[config.mk]
export PLATFORM = sky130hd
export DESIGN_NAME = stream_rr_merge
export DESIGN_NICKNAME = d
export VERILOG_FILES = /design/src/rtl/stream_rr_merge.sv
export SDC_FILE = /design/constraint.sdc
export NUM_CORES = 1
export LEC_CHECK = 0
export BUFFER_PORTS_ARGS = -buffer_cell sky130_fd_sc_hd__buf_2
export CORE_MARGIN = 8
export CORE_UTILIZATION = 47
export CTS_BUF_LIST = sky130_fd_sc_hd__clkbuf_8 sky130_fd_sc_hd__clkbuf_16
export CTS_CLUSTER_SIZE = 8
export DETAILED_ROUTE_END_ITERATION = 16
export GPL_TIMING_DRIVEN = 1
export PLACE_DENSITY = 0.83
export SYNTH_ARGS = -nofsm -noshare
export SYNTH_HDL_FRONTEND = slang
export SYNTH_SLANG_ARGS = --single-unit
[constraint.sdc]
create_clock -name clk -period 3 [get_ports clk]
set_input_delay 0.45 -clock clk [delete_from_list [all_inputs] [get_ports clk]]
set_output_delay 0.45 -clock clk [all_outputs]
set_load 0.1 [all_outputs]
[src/rtl/stream_rr_merge.sv]
// stream_rr_merge: two-input round-robin stream merge with burst limit and registered, source-tagged output
module stream_rr_merge #(
  parameter int N     = 8,
  parameter int BURST = 4,
  parameter int CW    = 3
) (
  input  logic         clk,
  input  logic         nrst,
  input  logic [N-1:0] in0,
  input  logic         in0_valid,
  output logic         in0_ready,
  input  logic [N-1:0] in1,
  input  logic         in1_valid,
  output logic         in1_ready,
  output logic [N-1:0] out,
  output logic         out_valid,
  input  logic         out_ready,
  output logic         out_src,
  output logic         grant
);
  logic [N-1:0]  out_q, out_d;
  logic          out_valid_q, out_valid_d;
  logic          out_src_q, out_src_d;
  logic          grant_q, grant_d;
  logic [CW-1:0] cnt_q, cnt_d;
  logic          load, v_own, v_oth, sw, sel, v_sel, xfer;
  always_comb begin
    load        = !out_valid_q | out_ready;
    v_own       = grant_q ? in1_valid : in0_valid;
    v_oth       = grant_q ? in0_valid : in1_valid;
    sw          = v_oth & (!v_own | (cnt_q == CW'(BURST)));
    sel         = sw ? !grant_q : grant_q;
    v_sel       = sel ? in1_valid : in0_valid;
    xfer        = load & v_sel;
    // readies are gated by nrst so nothing is accepted while reset is held
    in0_ready   = nrst & load & !sel;
    in1_ready   = nrst & load & sel;
    out_d       = xfer ? (sel ? in1 : in0) : out_q;
    out_src_d   = xfer ? sel : out_src_q;
    out_valid_d = load ? xfer : out_valid_q;
    grant_d     = xfer ? sel : grant_q;
    cnt_d       = !xfer ? cnt_q :
                  (sel != grant_q) ? CW'(1) :
                  (cnt_q == CW'(BURST)) ? cnt_q : cnt_q + CW'(1);
  end
  always_ff @(posedge clk or negedge nrst) begin
    if (!nrst) begin
      out_q       <= '0;
      out_valid_q <= 1'b0;
      out_src_q   <= 1'b0;
      grant_q     <= 1'b0;
      cnt_q       <= '0;
    end else begin
      out_q       <= out_d;
      out_valid_q <= out_valid_d;
      out_src_q   <= out_src_d;
      grant_q     <= grant_d;
      cnt_q       <= cnt_d;
    end
  end
  assign out       = out_q;
  assign out_valid = out_valid_q;
  assign out_src   = out_src_q;
  assign grant     = grant_q;
endmodule

---- Word-level counts from Yosys, hierarchy flattened ----
Index checks and enable logic that the tools add are counted.
W data, S select, Z words.
operators by class
  equal/unequal tests ..................... 3
  $add $sub $neg .......................... 1
  bitwise operators ....................... 7
  reductions and logical operators ........ 5
  muxes and demuxes ....................... 7
operators with widths
  kind                   count
  $mux W8                1
  $mux W3                2
  $and A1 B1 Y1          5
  $logic_not A1 Y1       4
  $mux W1                4
  $add A3 B1 Y3 const B  1
  $eq A3 B3 Y1 const B   1
  $ne A2 B2 Y1 const B   1
  $or A1 B1 Y1           2
  $reduce_and A2 Y1      1
  $ne A1 B1 Y1           1
storage, ports and cells
  register bits ........................... 13
  output and inout bits ................... 13
  word-level logic and storage cells ...... 27
  input port bits ......................... 21

---- Logic depth before layout (Yosys ltp) ----
Gate-level depths: netlist (run 1).
  depth in word-level cells ............... 8
  gate-level depth with buffers ........... 7
  mapped depth without buffers ............ 6

---- Least setup slack after synthesis (run 1) ----
OpenSTA, ideal clock, no wires.
  path type ............................... reg2out
  start point ............................. register grant_q (netlist: grant)
  end point ............................... output in0_ready
  path buffers ............................ 1
  slack ................................... -555 ps
  cell stages (with the launch flop) ...... 5
  arrival ................................. 3105 ps
  required time ........................... 2550 ps
  cells stage by stage .................... dfrtp_1 -> and3b_1 -> o32ai_2 -> buf_6 -> nor2b_1
between the ends
  longest elaborated chain between the ends .. 7
  elaborated cells between the ends (all ways) .. 9
  those cells by class .................... 3 x mux; 3 x bitwise; 3 x reduce/logical
RTL lines
  element                 RTL line  source
  from (decl)             24        logic grant_q, grant_d;
  from (signal assigned)  57        grant_q <= grant_d;
  $mux W1                 29        v_own = grant_q ? in1_valid : in0_valid;
  $logic_not A1 Y1        31        sw = v_oth & (!v_own | (cnt_q == CW'(BURST)));
  $or A1 B1 Y1            31
  $and A1 B1 Y1           31
  $mux W1 *               32        sel = sw ? !grant_q : grant_q;
  $logic_not A1 Y1 *      36        in0_ready = nrst & load & !sel;
  $and A1 B1 Y1 *         36
  to (decl)               11        output logic in0_ready,
Mark *: on every way between the ends. The rest lies on a longest branch, timed or not.

---- Worst setup path in the final report (run 1) ----
  start point ............................. register cnt_q[0]
  end point ............................... output in0_ready
between the ends
  longest elaborated chain between the ends .. 6
RTL lines
  element                 RTL line  source
  from (decl)             25        logic [CW-1:0] cnt_q, cnt_d;
  from (signal assigned)  58        cnt_q <= cnt_d;
  $eq A3 B3 Y1            31
  $or A1 B1 Y1            31
  $and A1 B1 Y1           31
  $mux W1                 32
  $logic_not A1 Y1        36
  $and A1 B1 Y1           36
Every way passes these cells.

==> results.toml, run 1 <==
[route]
drt_first_iter_violations = 3
postRouteAntennaNets = 0
vias = 612
finalWirelength_mm = 1.60
wl_per_cell_um = 13.2
drc = 0
dr.pass1.iters = 3
vias_per_cell = 5.06

[sta]
worst_pin_slew_ps = 594
finalHoldViolCount = 0
grt_setup_unrepaired = "no"
maxSlewViolCount = 0
finalSetupViolCount = 0
fin_setup_tns_ps = 0
worst_slack_ps = 690
relSlewSlack_pct = 60.4
fin_crit_sh_pct = 77.0
holdWs_ps = 86.1
period_needed_ps = 2310
fmax_ghz = 0.433
fin_skew_ps = 3.25

[global_route]
busiest_layer = "met2"
grt_pass1_vias = 662
grt_max_degree = 20
antenna_found_initial = 0
grt_overflow = 0
gr-usage-met3_pct = 4.62
grtUsageTotal_pct = 12.0
gr-usage-met1_pct = 12.7
grt_pass1_wl_mm = 2.61
grt.met2_usage_pct = 20.2

[die]
core_um2 = 1450
die_height_um = 54.5
num_rows = 14
die_area_um2 = 2970
die_w_um = 54.5
ioPinCount = 34
initial_core_util_pct = 48.0

[logic_synthesis]
yosys_warnings = 0
synth-seq-cells = 13
synth_area_leaders = "dfrtp_1 (47%), mux2i_1 (13%), a21oi_1 (7.2%)"
syn_area_per_cell_um2 = 9.83
synthesis.area_um2 = 698
ys.flop_type = "dfrtp_1"
async_flop_share_pct = 100
yosysSeqAreaShare_pct = 46.6
ys_types = 22
synthTopCellsByCount = "dfrtp_1 (13), nor2_1 (11), a21oi_1 (10)"
netlist.area_leader.share_pct = 46.6
synth_nets = 94
synth_largest_area_cell = "dfrtp_1"
syn_inst = 71
synth_most_common_cell = "dfrtp_1"
synth_edf_count = 0

[placed_design]
dp_slack_ps = 944
routabilityCongestion = 0.767
dp_cells = 117
dp_hpwl_mm = 1.27
io_buffers = 33

[cts]
clkSlewWorstSetupHoldPaths_ps = 60
numCtsBuffers = 3
htree_levels = 1
postCtsSetupRepairBufs = 0
cts_buffer_depth = 2
clk_latency_ps = 240
cts_resized = 0
holdBufCountCts = 0
cts_root_buffer = "clkbuf_8"
cts_sinks = 13
tritoncts = "yes"

[setup_path]
end_kind = "output port"
worst-setup-path-type = "reg -> out"
crit_slowest_cell = "dfrtp_1"
worst_setup_path_start_kind = "flip-flop"
cp.arrival_ps = 1860
rrSetupSlack_ps = 1120
cp.required_ps = 2550
crit_fanout = 4
crit_chain = "inv_1 > ha_1 > and3b_1 > o32ai_2 > nor2b_2 > buf_12"
max_stage_delay_ps = 350

[power]
ir_worst_vdd_mv = 0.507
p_leak_uw = 0.000481
powerDensity_nw_per_um2 = 886

[layout]
fin_nets = 129
drive_gt1_share_pct = 41.0
fin_cells = 121
num_antenna_cells = 0
areaGrowthSynthToFinish_pct = 33.3

[min_path]
min_path_type = "in -> async"

[run]
drv_cap = 0

[status]
status = "finished clean"
==> path summary, 6_finish.rpt <==
kind | endpoint | from | depth (start not counted)
min in group clk | out_valid | in1_valid | 3
worst max register to register | out[4] | cnt_q[0] | 7
max in group asynchronous | out[2] | nrst | 1
worst max-delay path | in0_ready | cnt_q[0] | 6
worst min-delay path | out[1] | nrst | 1
worst min register to register | out[2] | out[2] | 2
==> registers in the layout, indices dropped and copies added, names as in the netlist <==
register   cells
cnt_q          3
grant          1
out            8
out_valid      1
==> report_power, final <==
group	internal [uW]	switching (uW)
sequential	218	32.5
clock	91.8	65.9
combinational	103	314
==> area by class of cell <==
cell class              instances  area [um2]
fillers                       125         523
multi-input cells              50         337
flip-flops and latches         13         325
repair buffers                 34         188
clock buffers                   3        41.3
well taps                      16        20.0
inverters                       4        15.0
clock inverters                 1        5.00
==> cell families (layout without fill, tap and decap cells) <==
kind of cell    count (synthesis)  in the layout  share of synthesized area (%)
compound gates                 19             19                           17.6
flops                          13             13                           46.6
simple gates                   20             20                           13.4
buf+inv                         8             42                           5.91
mux                             9              9                           12.9
fa+ha+maj                       2              2                           3.58
==> routing by layer <==
| metal | vias up | share of wire, % |
|---|---|---|
| met3 | 4 | 8.3 |
| met2 | 25 | 43 |
| met1 | 273 | 46 |
| met5 | - | 0 |
| li1 | 310 | - |
| met4 | 0 | 1.9 |
==> worst max-delay path: cells and delay by family (launching register included) <==
| kind | cells | cell delay [ps] |
|---|---|---|
| simple gates | 2 | 440 |
| fa+ha+maj | 1 | 240 |
| flops | 1 | 350 |
| compound gates | 1 | 320 |
| buf+inv | 2 | 270 |
==> layout by cell type, fill, tap and decap left out, types with 2 or more instances in the layout <==
cell / instances
nand2_1: 4
nor2b_2: 2
buf_2: 32
mux2i_1: 9
ha_1: 2
clkbuf_8: 3
nor2_1: 10
o21ai_0: 3
inv_1: 4
dfrtp_1: 13
a21oi_1: 10
==> stage by stage <==
step           cell area (um2)  utilization (%)  power (uW)
2_1_floorplan              703                -         594
3_3_place_gp               885             60.8         660
3_5_place_dp               885             60.8         673
4_1_cts                    931             64.0         833
5_1_grt                    931             64.0         869
6_report                   931             64.0         825
Note: power is estimated with default switching activity, not from simulation.
==> run 2, diff against run 1 <==
Settings changed: CORE_UTILIZATION 47 to 39, PLACE_DENSITY 0.83 to 0.74.
Clock period 3 ns to 2 ns, I/O delays scaled along.
==> run 2 against run 1 <==
  * The flow now finishes with violations (negative setup slack)
  * First-iteration DRC count up 130%
  * Routed wire length is 19% higher
  * Critical path depth is the same
  * Power up 65%
  * Hold slack got worse by 71 ps
  * Via count up 12%
  * Clock skew is 2.5 ps lower
  * Register-to-register slack lost 990 ps
  * Non-clock buffer count increased by 10
  * Cell count up 16%
  * Combinational power up 81%
  * Count of clock-buffer cells in the layout unchanged
==> results.toml, run 2 (synthesis results as in run 1) <==
[layout]
fin_nets = 139
num_antenna_cells = 0
fin_cells = 140
nFillCells = 149
largest_reg_flops = 8
final_common_cell = "buf_2"
post-route-util_pct = 61.9
final_cell_mix = "buf_2 (31), dfrtp_1 (12), buf_4 (11)"
drive_gt1_share_pct = 48.7
areaGrowthSynthToFinish_pct = 51.4

[power]
seq_power_share_pct = 27.7
p_int_uw = 708
ir_worst_vdd_mv = 0.682
powerDensity_nw_per_um2 = 1280
p_leak_uw = 0.000536
p_sw_uw = 650
p_comb_share_pct = 55.7
switching_share_pct = 47.9
pwr-share-clk_pct = 16.6

[die]
initial_core_util_pct = 40.9
num_rows = 15
die_height_um = 58.3
core_um2 = 1710
die_w_um = 58.3
die_area_um2 = 3400
ioPinCount = 34

[global_route]
antenna_found_initial = 0
grtUsageTotal_pct = 11.8
grt_pass1_wl_mm = 3.06
grt_pass1_vias = 687
grt_max_degree = 20
grt_overflow = 0

[setup_path]
end_kind = "output port"
cp.required_ps = 1700
cp.arrival_ps = 1700
cp_num_buf_inv = 2
worst-setup-path-type = "reg -> out"
worst_setup_path_start_kind = "flip-flop"
crit_chain = "inv_2 > ha_4 > and3b_1 > o32ai_2 > nor2b_4 > buf_12"
crit_fanout = 3
crit_slowest_cell = "dfrtp_1"
max_stage_delay_ps = 370
cp_top_family = "simple AND/OR/NAND/NOR gates"

[route]
drc = 0
drt_first_iter_violations = 7
top_layer_used = "met4"
finalWirelength_mm = 1.90
wl_per_cell_um = 13.6
wl_met2_mm = 1.03
vias_per_cell = 4.90
vias = 686
dr.pass1.iters = 4
postRouteAntennaNets = 0
wirelength_met1_um = 731
wl_met3_um = 107

[status]
violations = "negative setup slack"
status = "finished with violations"

[sta]
maxSlewViolCount = 0
finalSetupViolCount = 1
fin_skew_ps = 0.798
worst_slack_ps = -3.66
finalHoldViolCount = 0
fmax_ghz = 0.499
period_needed_ps = 2000
grt_setup_unrepaired = "yes"
fin_crit_sh_pct = 100
relSlewSlack_pct = 66.6
worst_pin_slew_ps = 505

[placed_design]
io_buffers = 33
routabilityCongestion = 0.777
dp_hpwl_mm = 1.40
dp_cells = 129

[cts]
tritoncts = "yes"
clk_latency_ps = 240
cts_root_buffer = "clkbuf_8"
numCtsBuffers = 3
cts_sinks = 13
cts_buffer_depth = 2
holdBufCountCts = 0
clkSlewWorstSetupHoldPaths_ps = 50
htree_levels = 1

[run]
drv_cap = 0

[min_path]
min_path_type = "in -> async"
==> run 2: cell type report <==
type,count,area (um2),area share [%]
Inverter,4,15.0,1.42
Clock inverter,1,3.75,0.355
Clock buffer,3,41.3,3.91
Sequential cell,13,329,31.1
Multi-Input combinational cell,50,359,34.0
Tap cell,25,31.3,2.96
Timing Repair Buffer,44,278,26.3
==> run 2: metrics by stage <==
| step | area [um2] | hold slack, ps | total power [uW] | setup TNS (ps) | setup WS (ps) |
|---|---|---|---|---|---|
| 3_3_place_gp | 947 | 273 | 1020 | 0 | 148 |
| 3_5_place_dp | 947 | 278 | 1030 | 0 | 120 |
| 4_1_cts | 1040 | 16.7 | 1340 | -32.3 | -25.0 |
| 6_report | 1060 | 14.9 | 1360 | -3.66 | -3.66 |
| 2_1_floorplan | 717 | 4.41 | 900 | -194 | -194 |
| 5_1_grt | 1060 | 20.4 | 1440 | -123 | -73.6 |
==> run 2: path summary, 6_finish.rpt <==
check / from / endpoint / slack (ps) / depth (start not counted)
worst max-delay path: cnt_q[1] / in0_ready / -4 / 6
worst min-delay path: nrst / cnt_q[0] / 10 / 2
worst max register to register: cnt_q[1] / out[4] / 130 / 9
worst min register to register: out[5] / out[5] / 530 / 2
max in group asynchronous: nrst / grant / 1800 / 2
min in group clk: in1_valid / out_valid / 340 / 3
==> run 2: what timing repair did <==
item / in CTS / in global routing
resized for setup: 4 / 0
pin swaps: 3 / 2
setup buffers: 5 / 2
endpoints found under the setup margin: 2 / 2
==> run 2: worst register-to-register path, stage by stage, from the launching register on <==
cell     delay, ps
dfrtp_1        370
inv_2           50
ha_4           160
and3b_1        180
o32ai_2        310
buf_4          180
buf_4           90
buf_4          140
mux2i_1        200
a21oi_1         80
==> run 2: power by group through the flow <==
| stage | clock [uW] | sequential, uW | combinational [uW] |
|---|---|---|---|
| 6_report | 226 | 376 | 756 |
| 5_1_grt | 250 | 387 | 799 |
| 4_1_cts | 237 | 373 | 733 |
| 3_5_place_dp | 0 | 376 | 655 |
| 3_3_place_gp | 0 | 374 | 643 |
| 2_1_floorplan | 0 | 638 | 263 |
==> run 2: routing by layer <==
metal | GRT usage [%] | up-vias
met5 | 0 | -
met2 | 20.9 | 30
met3 | 1.96 | 4
li1 | - | 332
met4 | 9.09 | 0
met1 | 12.1 | 320
